===== config.mk =====
export PLATFORM = sky130hd
export DESIGN_NAME = ucode_sequencer
export DESIGN_NICKNAME = d
export VERILOG_FILES = /design/src/rtl/ucode_sequencer.sv
export SDC_FILE = /design/constraint.sdc
export NUM_CORES = 1
export LEC_CHECK = 0
export ABC_AREA = 1
export CORE_MARGIN = 1
export CORE_UTILIZATION = 45
export DETAILED_ROUTE_END_ITERATION = 16
export PLACE_DENSITY = 0.79
export SLEW_MARGIN = 0
export SYNTH_ARGS = -nofsm -noshare
export SYNTH_HDL_FRONTEND = slang
export SYNTH_SLANG_ARGS = --single-unit
export TNS_END_PERCENT = 10

===== constraint.sdc =====
create_clock -name clk -period 2.8 [get_ports clk]
set_input_delay 0.84 -clock clk [delete_from_list [all_inputs] [get_ports clk]]
set_output_delay 0.84 -clock clk [all_outputs]
set_load 0.005 [all_outputs]

===== src/rtl/ucode_sequencer.sv =====
// ucode_sequencer: fetches opcode bytes, folds the 0xCB prefix into a 9-bit microcode
// index, steps through micro-ops, injects interrupt entry at instruction boundaries
// and parks the core in HALT.
// Optional feature: define UCODE_SEQ_ILLEGAL_TRAP_EN to lock up on illegal opcodes.
module ucode_sequencer #(
  parameter logic [8:0] IRQ_OPCODE = 9'h0FD,
  parameter logic [2:0] MAX_STEP   = 3'd7
) (
  input  logic       clk,
  input  logic       rst_n,
  output logic       fetch_req,
  input  logic       mem_valid,
  input  logic [7:0] instr_byte,
  output logic [8:0] uop_addr,
  output logic [2:0] uop_step,
  output logic       uop_valid,
  input  logic       uop_stall,
  input  logic       uop_last,
  input  logic       uop_halt,
  input  logic       irq_pending,
  input  logic       ime,
  output logic       irq_ack,
  output logic       illegal_op
);

  typedef enum logic [2:0] {
    StFetch,
    StCbFetch,
    StExec,
    StIrq,
    StHalt
`ifdef UCODE_SEQ_ILLEGAL_TRAP_EN
    , StLock
`endif
  } state_e;

  state_e     state_q, state_d;
  logic [8:0] addr_q, addr_d;
  logic [2:0] step_q, step_d;
  logic       fetch_req_q, fetch_req_d;
  logic       valid_q, valid_d;
  logic       ack_q;
  logic       dispatch;
  logic       transfer;
  logic       step_end;

  // The handshake only counts while fetch_req is actually being driven.
  assign transfer = fetch_req_q && mem_valid;
  // A step counter at MAX_STEP ends the instruction even without uop_last.
  assign step_end = uop_last || (step_q == MAX_STEP);

`ifdef UCODE_SEQ_ILLEGAL_TRAP_EN
  logic illegal_q, illegal_d;
  logic byte_illegal;

  // Unused LR35902 opcode slots; only meaningful for unprefixed bytes.
  always_comb begin
    byte_illegal = 1'b0;
    case (instr_byte)
      8'hD3, 8'hDB, 8'hDD, 8'hE3, 8'hE4, 8'hEB,
      8'hEC, 8'hED, 8'hF4, 8'hFC, 8'hFD: byte_illegal = 1'b1;
      default:                           byte_illegal = 1'b0;
    endcase
  end
`endif

  // Next-state, next-index and next-step selection.
  always_comb begin
    state_d  = state_q;
    addr_d   = addr_q;
    step_d   = step_q;
    dispatch = 1'b0;
`ifdef UCODE_SEQ_ILLEGAL_TRAP_EN
    illegal_d = illegal_q;
`endif
    case (state_q)
      StFetch: begin
        if (transfer) begin
          if (instr_byte == 8'hCB) begin
            state_d = StCbFetch;
`ifdef UCODE_SEQ_ILLEGAL_TRAP_EN
          end else if (byte_illegal) begin
            state_d   = StLock;
            illegal_d = 1'b1;
`endif
          end else begin
            state_d = StExec;
            addr_d  = {1'b0, instr_byte};
            step_d  = 3'd0;
          end
        end
      end
      StCbFetch: begin
        if (transfer) begin
          state_d = StExec;
          addr_d  = {1'b1, instr_byte};
          step_d  = 3'd0;
        end
      end
      StExec, StIrq: begin
        // Stall outranks the end condition; IRQ behaves exactly like EXEC after entry.
        if (!uop_stall) begin
          if (step_end) begin
            if (uop_halt) begin
              state_d = StHalt;
            end else if (irq_pending && ime) begin
              dispatch = 1'b1;
            end else begin
              state_d = StFetch;
            end
          end else begin
            state_d = StExec;
            step_d  = step_q + 3'd1;
          end
        end
      end
      StHalt: begin
        if (irq_pending) begin
          if (ime) begin
            dispatch = 1'b1;
          end else begin
            state_d = StFetch;
          end
        end
      end
`ifdef UCODE_SEQ_ILLEGAL_TRAP_EN
      StLock: state_d = StLock;
`endif
      default: state_d = StFetch;
    endcase
    if (dispatch) begin
      state_d = StIrq;
      addr_d  = IRQ_OPCODE;
      step_d  = 3'd0;
    end
  end

  // Outputs are registered, so derive them from the state being entered.
  always_comb begin
    fetch_req_d = (state_d == StFetch) || (state_d == StCbFetch);
    valid_d     = (state_d == StExec) || (state_d == StIrq);
  end

  // State and registered outputs with synchronous active-low reset.
  always_ff @(posedge clk) begin
    if (!rst_n) begin
      state_q     <= StFetch;
      addr_q      <= 9'd0;
      step_q      <= 3'd0;
      fetch_req_q <= 1'b0;
      valid_q     <= 1'b0;
      ack_q       <= 1'b0;
    end else begin
      state_q     <= state_d;
      addr_q      <= addr_d;
      step_q      <= step_d;
      fetch_req_q <= fetch_req_d;
      valid_q     <= valid_d;
      ack_q       <= dispatch;
    end
  end

`ifdef UCODE_SEQ_ILLEGAL_TRAP_EN
  // Sticky illegal-opcode flag, cleared only by reset.
  always_ff @(posedge clk) begin
    if (!rst_n) begin
      illegal_q <= 1'b0;
    end else begin
      illegal_q <= illegal_d;
    end
  end

  assign illegal_op = illegal_q;
`else
  assign illegal_op = 1'b0;
`endif

  assign fetch_req = fetch_req_q;
  assign uop_valid = valid_q;
  assign uop_addr  = addr_q;
  assign uop_step  = step_q;
  assign irq_ack   = ack_q;

endmodule


==> impl_metrics.yaml, run 1 <==
logic_synthesis:
  syn_area_um2: 983
  yosys_warnings: 0
  synth_edf_count: 0
  synth.area.top_cells: "dfxtp_1 (37%), nand2_1 (16%), inv_1 (8.4%), nand3_1 (8.1%), nor2_1 (6.1%)"
  synthFlopType: "dfxtp_1"
  async_reset_ff_share_pct: 0
  synth.top_cell.area_share_pct: 36.6
  syn-instance-count: 146
  synth_top_area_cell: "dfxtp_1"
  synth-seq-cells: 18
  synth.net_count: 164
  syn_avg_cell_area_um2: 6.74
  synth_cell_types: 23
  seq_area_frac_synth_pct: 36.6
power_and_ir_drop:
  power_density_nw_per_um2: 420
  leakage_nw: 0.674
  ir_drop_mv: 0.344
floorplan:
  chipWidth_um: 48.8
  core_um2: 2000
  fp.dieArea_um2: 2380
  ios: 32
  fp.dieH_um: 48.8
  start_util_pct: 49.1
  core.rowCount: 16
grt:
  grt_util_all_layers_pct: 19.2
  antenna_found_initial: 0
  grt_pass1_vias: 854
  grt_max_degree: 14
  overflow: 0
  grt_first_pass_wirelength_um: 3490
cells_and_area:
  finalNonFillerCells: 204
  seqCellArea_um2: 360
  diodes: 0
  syn_to_final_growth_pct: 34.7
  nets: 197
  multiInputGateArea_um2: 512
  finalInstanceArea_um2: 1330
  drive_gt1_share_pct: 10.7
  fill_cells: 194
critical_path:
  rr_startpoint: "uop_step[0]"
  crit_slowest_cell: "clkdlybuf4s50_1"
  crit_type: "register to output port"
  cp-end-kind: "output port"
  rr_worst_depth: 9
  crit_end: "uop_step[0]"
  critPathMaxStageDelay_ps: 520
  cp_data_required_time_ps: 1960
  cp.depth: 1
  critPathArrivalTime_ps: 1200
  crit_family: "buffers and inverters"
  timing.rr.end: "uop_valid"
  crit_buf_inv: 1
  worstPathCellList: "clkdlybuf4s50_1"
  start_kind: "register"
  ff2ff_setup_slack_ps: 1190
  crit_start: "uop_step[0]"
  cp_max_fo: 4
route:
  via_per_inst: 4.75
  wl_per_cell_um: 10.1
  wirelength_um: 2060
  first_pass_iters: 4
  initialDrtViolationCount: 15
  drc: 0
  drtAntennaViolNets: 0
  num_vias: 970
min_path:
  holdCritPathClass: "register to register"
timing:
  period_minus_slack_ps: 2040
  whs_ps: 480
  finalCritPeriodShare_pct: 72.9
  fin_worst_skew_ps: 2.54
  drv_slew: 0
  tns_ps: 0
  finalHoldViolations: 0
  rsz0062_at_grt: "false"
  finalSetupViolations: 0
  max_freq_ghz: 0.490
clocking:
  cts_hold_buffers: 0
  cts_root_buf: "clkbuf_4"
  cts_max_path_buffers: 2
  clk_latency_ps: 290
  cts_buffers: 3
  h-tree-depth: 1
  cts.sinks: 18
  clkTransAtPathRegs_ps: 100
  cts_tree: "built"
  post_cts_resized: 0
  postCtsSetupBuffers: 0
place:
  portBuffers: 30
  dpl-instance-area_um2: 1300
  dp.cells: 201
  place_congestion: 0.875
  hpwl_um: 1640
run:
  maxCapViolCount: 0
outcome:
  status: "finished clean"
-- through the flow --
| step | total power, mW | util (%) | worst slack [ps] |
|---|---|---|---|
| floorplan | 0.367 | - | 1150 |
| global placement | 0.432 | 65.1 | 579 |
| detailed placement | 0.435 | 65.1 | 559 |
| CTS | 0.559 | 66.2 | 748 |
| global route | 0.593 | 66.2 | 691 |
| finish | 0.556 | 66.2 | 758 |
-- cell families (layout without fill, tap and decap cells) --
family | after synthesis | count (layout) | share of synthesized area [%]
fa+ha+maj | 2 | 2 | 2.54
flops | 18 | 18 | 36.6
buf+inv | 27 | 58 | 11.3
other cells | 1 | 1 | 0.381
simple gates | 93 | 93 | 45.7
compound gates | 5 | 5 | 3.44
-- cells in the mapped netlist (3+ instances only) --
library cell / count
nor2_2: 3
dfxtp_1: 18
nand3b_1: 3
inv_1: 22
nand2_2: 4
nor2_1: 16
nand3_1: 16
nand2_1: 43
-- registers in the layout, summed over array words and instances, names as in the netlist --
name and count:
uop_addr 9, state_q 3, uop_step 3, fetch_req 1, irq_ack 1, uop_valid 1
-- worst register-to-register path, cell delays in order (launching register included) --
cell and delay, ps:
dfxtp_1 350, ha_1 200, ha_1 180, nor2_1 140, inv_1 100, nand3_2 90
nand2_2 80, inv_2 130, nand3_2 100, and2_1 140
-- layout make-up --
cell class              instances  area share, %
clock buffers                   3           1.70
inverters                      25           7.27
multi-input cells             101           38.6
flip-flops and latches         18           27.2
well taps                      27           2.55
repair buffers                 30           22.7
-- power by group --
group,total [mW],internal [mW],switching [mW]
Sequential,0.285,0.274,0.0114
Clock,0.127,0.0501,0.0771
Combinational,0.143,0.0762,0.0672
Total,0.556,0.400,0.156
-- routing by layer --
metal,vias up,wire (µm),track usage [%]
li1,508,-,-
met3,4,83,3.14
met4,0,42,10.3
met5,-,0,0
met2,27,960,32.4
met1,431,975,23.0
-- cells in the final DEF (no fill, tap or decap) --
| master | count |
|---|---|
| nand3_1 | 16 |
| clkbuf_4 | 3 |
| nand2_1 | 43 |
| nand2_8 | 1 |
| nand3_2 | 2 |
| o21bai_1 | 1 |
| conb_1 | 1 |
| nor2_1 | 16 |
| and2_1 | 2 |
| nand3b_1 | 3 |
| o211ai_1 | 1 |
| nor2_4 | 1 |
| nand4_1 | 1 |
| dfxtp_1 | 18 |
| inv_1 | 22 |
| ha_1 | 2 |
| inv_4 | 1 |
| nand2_4 | 1 |
| clkdlybuf4s50_1 | 30 |
| a21oi_1 | 2 |
| inv_2 | 2 |
| nor2_2 | 3 |
| nand2_2 | 4 |
| a21oi_2 | 1 |
-- worst min-delay path by stage --
| stage | from | to | slack, ps | cells past startpoint |
|---|---|---|---|---|
| 5_1_grt | uop_addr[1] | uop_addr[1] | 520 | 2 |
| 2_1_floorplan | uop_addr[8] | uop_addr[8] | 460 | 2 |
| 3_5_place_dp | uop_addr[8] | uop_addr[8] | 470 | 2 |
| 3_3_place_gp | uop_addr[8] | uop_addr[8] | 460 | 2 |
| 6_report | uop_addr[8] | uop_addr[8] | 480 | 2 |
| 4_1_cts | uop_addr[8] | uop_addr[8] | 480 | 2 |
Note: power is estimated with default switching activity, not from simulation.
==> run 2, diff against run 1 <==
--- a/config.mk
+++ b/config.mk
@@ -7,9 +7,9 @@
 export LEC_CHECK = 0
 export ABC_AREA = 1
 export CORE_MARGIN = 1
-export CORE_UTILIZATION = 45
+export CORE_UTILIZATION = 40
 export DETAILED_ROUTE_END_ITERATION = 16
-export PLACE_DENSITY = 0.79
+export PLACE_DENSITY = 0.75
 export SLEW_MARGIN = 0
 export SYNTH_ARGS = -nofsm -noshare
 export SYNTH_HDL_FRONTEND = slang
==> constraint.sdc (replaced) <==
create_clock -name clk -period 1.8 [get_ports clk]
set_input_delay 0.54 -clock clk [delete_from_list [all_inputs] [get_ports clk]]
set_output_delay 0.54 -clock clk [all_outputs]
set_load 0.005 [all_outputs]
==> impl_metrics.yaml, run 2 (synthesized netlist as in run 1, its figures left out) <==
cells_and_area:
  multiInputGateArea_um2: 512
  largest_reg_flops: 9
  utilization_pct: 63.1
  syn_to_final_growth_pct: 44.7
  nets: 208
  final_cell_mix: "nand2_1 (43), clkdlybuf4s50_1 (30), inv_1 (22)"
  final_common_cell: "nand2_1"
  seqCellArea_um2: 360
  finalInstanceArea_um2: 1420
  drive_gt1_share_pct: 16.4
  fill_cells: 210
  diodes: 0
critical_path:
  crit_family: "buffers and inverters"
  crit_type: "register to output port"
  critPathArrivalTime_ps: 1170
  start_kind: "register"
  cp_max_fo: 4
  crit_buf_inv: 1
  critPathMaxStageDelay_ps: 510
  cp_data_required_time_ps: 1260
  crit_slowest_cell: "clkdlybuf4s50_1"
  worstPathCellList: "clkdlybuf4s50_1"
  cp-end-kind: "output port"
timing:
  period_minus_slack_ps: 1710
  fin_worst_skew_ps: 1.78
  finalCritPeriodShare_pct: 95.3
  max_freq_ghz: 0.583
  fin_ws_ps: 85.4
  finalHoldViolations: 0
  finalSetupViolations: 0
  drv_slew: 0
  rsz0062_at_grt: "false"
clocking:
  clkTransAtPathRegs_ps: 100
  cts_buffers: 3
  clk_latency_ps: 280
  cts_max_path_buffers: 2
  post_cts_resized: 0
  cts_hold_buffers: 0
  h-tree-depth: 1
  cts_root_buf: "clkbuf_4"
  cts.sinks: 18
  postCtsSetupBuffers: 0
  cts_tree: "built"
power_and_ir_drop:
  leakage_nw: 0.734
  ir_drop_mv: 0.443
  power_density_nw_per_um2: 648
floorplan:
  fp.dieArea_um2: 2660
  core.rowCount: 17
  core_um2: 2250
  ios: 32
  start_util_pct: 43.6
  chipWidth_um: 51.6
  fp.dieH_um: 51.6
run:
  maxCapViolCount: 0
place:
  hpwl_um: 1770
  portBuffers: 30
  dpl-instance-area_um2: 1390
  place_congestion: 0.790
  dp_slack_ps: -153
grt:
  overflow: 0
  grt_util_all_layers_pct: 19.4
  grt_max_degree: 13
  grt_first_pass_wirelength_um: 3910
  antenna_found_initial: 0
  grt_pass1_vias: 941
route:
  initialDrtViolationCount: 24
  drtAntennaViolNets: 0
  via_per_inst: 4.74
  wirelength_um: 2160
  num_vias: 1028
  wl_per_cell_um: 9.95
  first_pass_iters: 4
  drc: 0
min_path:
  holdCritPathClass: "register to register"
outcome:
  status: "finished clean"
[run 2: cell count changes in the layout (fill, tap and decap cells not counted), sizes merged]
cell and change:
clkbuf +1, buf +11
[run 2: per-layer routing]
layer / share of wire, % / GRT usage, % / up-vias
li1: - / - / 532
met1: 46 / 24.5 / 467
met2: 48 / 33.3 / 27
met3: 4.9 / 2.92 / 2
met4: 0.97 / 6.76 / 0
met5: 0 / 0 / -
[run 2: layout make-up]
type	instances	share of cell area [%]
multi-input cells	101	36.0
well taps	28	2.46
inverters	25	6.77
clock buffers	4	2.55
repair buffers	41	26.9
flip-flops and latches	18	25.3
[run 2: where the power goes]
part | switching [mW] | internal, mW | total [mW] | leakage, nW
Sequential | 0.0186 | 0.426 | 0.445 | 0.147
Combinational | 0.107 | 0.132 | 0.239 | 0.566
Clock | 0.116 | 0.123 | 0.238 | 0.0210
Total | 0.242 | 0.681 | 0.922 | 0.734
[run 2: per-stage QoR]
| step | hold WS (ps) | instances | setup TNS [ps] | total power [mW] |
|---|---|---|---|---|
| 3_5_place_dp | 453 | 213 | -1600 | 0.694 |
| 2_1_floorplan | 462 | 146 | 0 | 0.572 |
| 3_3_place_gp | 459 | 213 | -924 | 0.689 |
| 6_report | 468 | 217 | 0 | 0.922 |
| 5_1_grt | 512 | 217 | 0 | 0.992 |
| 4_1_cts | 468 | 217 | 0 | 0.934 |
[run 2: path summary, 6_finish.rpt]
kind	startpoint	to	slack [ps]	cells after the start
max	uop_step[0]	uop_step[0]	90	1
min	uop_addr[8]	uop_addr[8]	470	2
max reg2reg	uop_step[0]	uop_valid	240	9
min reg2reg	uop_addr[8]	uop_addr[8]	470	2
==> run 3, diff against run 2 <==
--- a/config.mk
+++ b/config.mk
@@ -8,10 +8,11 @@
 export ABC_AREA = 1
 export CORE_MARGIN = 1
 export CORE_UTILIZATION = 40
+export CTS_CLUSTER_SIZE = 28
 export DETAILED_ROUTE_END_ITERATION = 16
 export PLACE_DENSITY = 0.75
 export SLEW_MARGIN = 0
 export SYNTH_ARGS = -nofsm -noshare
 export SYNTH_HDL_FRONTEND = slang
 export SYNTH_SLANG_ARGS = --single-unit
-export TNS_END_PERCENT = 10
+export TNS_END_PERCENT = 100
==> constraint.sdc (replaced) <==
create_clock -name clk -period 1.8 [get_ports clk]
set_input_delay 0.54 -clock clk [delete_from_list [all_inputs] [get_ports clk]]
set_output_delay 0.54 -clock clk [all_outputs]
set_load 0.1 [all_outputs]
==> impl_metrics.yaml, run 3 (synthesized netlist as in run 1, its figures left out) <==
route:
  initialDrtViolationCount: 22
  drtAntennaViolNets: 0
  via_per_inst: 4.73
  num_vias: 1036
  drc: 0
  first_pass_iters: 4
  wirelength_um: 2350
  wl_per_cell_um: 10.7
min_path:
  holdCritPathClass: "register to register"
cells_and_area:
  syn_to_final_growth_pct: 62.0
  diodes: 0
  drive_gt1_share_pct: 27.2
  nets: 210
  final_cell_mix: "nand2_1 (43), inv_1 (22), nor2_1 (16), nand3_1 (16)"
  largest_reg_flops: 9
  fill_cells: 206
  final_common_cell: "nand2_1"
floorplan:
  chipWidth_um: 51.6
  fp.dieArea_um2: 2660
  ios: 32
  fp.dieH_um: 51.6
  core.rowCount: 17
  core_um2: 2250
  start_util_pct: 43.6
clocking:
  cts_root_buf: "clkbuf_4"
  postCtsSetupBuffers: 0
  post_cts_resized: 0
  cts_hold_buffers: 0
  cts_buffers: 3
  cts_tree: "built"
  cts.sinks: 18
  cts_max_path_buffers: 2
  clkTransAtPathRegs_ps: 100
  h-tree-depth: 1
  clk_latency_ps: 290
timing:
  finalSetupViolations: 0
  max_freq_ghz: 0.616
  tns_ps: 0
  finalCritPeriodShare_pct: 90.1
  whs_ps: 511
  rsz0062_at_grt: "false"
  period_minus_slack_ps: 1620
  finalHoldViolations: 0
  fin_worst_skew_ps: 3.89
  drv_slew: 0
grt:
  grt_pass1_vias: 958
  grt_max_degree: 13
  grt_util_all_layers_pct: 20.1
  antenna_found_initial: 0
  overflow: 0
  grt_first_pass_wirelength_um: 3880
power_and_ir_drop:
  power_density_nw_per_um2: 752
  fin_total_pwr_mw: 1.20
  ir_drop_mv: 0.569
  leakage_nw: 0.819
place:
  hpwl_um: 1900
  portBuffers: 30
  place_congestion: 0.829
outcome:
  status: "finished clean"
critical_path:
  start_kind: "input pin"
  cp-end-kind: "register"
  crit_type: "input pin to register"
  cp_data_required_time_ps: 2000
  cp_max_fo: 9
  ff2ff_setup_slack_ps: 200
  critPathArrivalTime_ps: 1820
run:
  maxCapViolCount: 0
run 3: cell types whose count changed in the layout (fill, tap and decap cells not counted), sizes merged:
| cell | before | now |
|---|---|---|
| buf | 11 | 28 |
| clkdlybuf4s50 | 30 | 15 |
run 3: cell type report:
| cell class | count | area, µm² | area share [%] |
|---|---|---|---|
| Inverter | 25 | 96.3 | 6.05 |
| Sequential cell | 18 | 365 | 22.9 |
| Clock buffer | 4 | 36.3 | 2.28 |
| Multi-Input combinational cell | 101 | 512 | 32.1 |
| Tap cell | 28 | 35.0 | 2.20 |
| Timing Repair Buffer | 43 | 548 | 34.4 |
run 3: power breakdown:
part / switching, mW / internal, mW
Combinational: 0.299 / 0.189
Sequential: 0.0338 / 0.429
Clock: 0.125 / 0.123
Total: 0.458 / 0.740
run 3: final timing paths:
kind / start / to / cells after the start
min: uop_addr[8] / uop_addr[8] / 2
max reg2reg: uop_step[0] / state_q[1] / 9
min reg2reg: uop_addr[8] / uop_addr[8] / 2
max: mem_valid / uop_addr[5] / 8
run 3: stage by stage:
| stage | cells | util, % | worst slack (ps) | cell area [µm²] |
|---|---|---|---|---|
| 2_1_floorplan | 146 | - | 119 | 988 |
| 6_report | 219 | 70.6 | 178 | 1590 |
| 3_3_place_gp | 215 | 69.0 | -89.0 | 1560 |
| 5_1_grt | 219 | 70.6 | 48.1 | 1590 |
| 4_1_cts | 219 | 70.6 | 170 | 1590 |
| 3_5_place_dp | 215 | 69.0 | -142 | 1560 |
run 3: worst max-delay path: stages:
cell	delay [ps]
clkdlybuf4s50_1	470
nand2_2	90
nor2_1	170
nand2_2	210
nand2_8	160
nand2_1	60
nand3_1	70
nand2_1	50
run 3: routing by layer:
layer | GRT usage, % | part of all wire (%) | vias to the layer above
met5 | 0 | 0 | -
met4 | 9.91 | 1.6 | 0
li1 | - | - | 538
met1 | 22.1 | 43 | 459
met2 | 36.6 | 51 | 35
met3 | 3.51 | 4.6 | 4
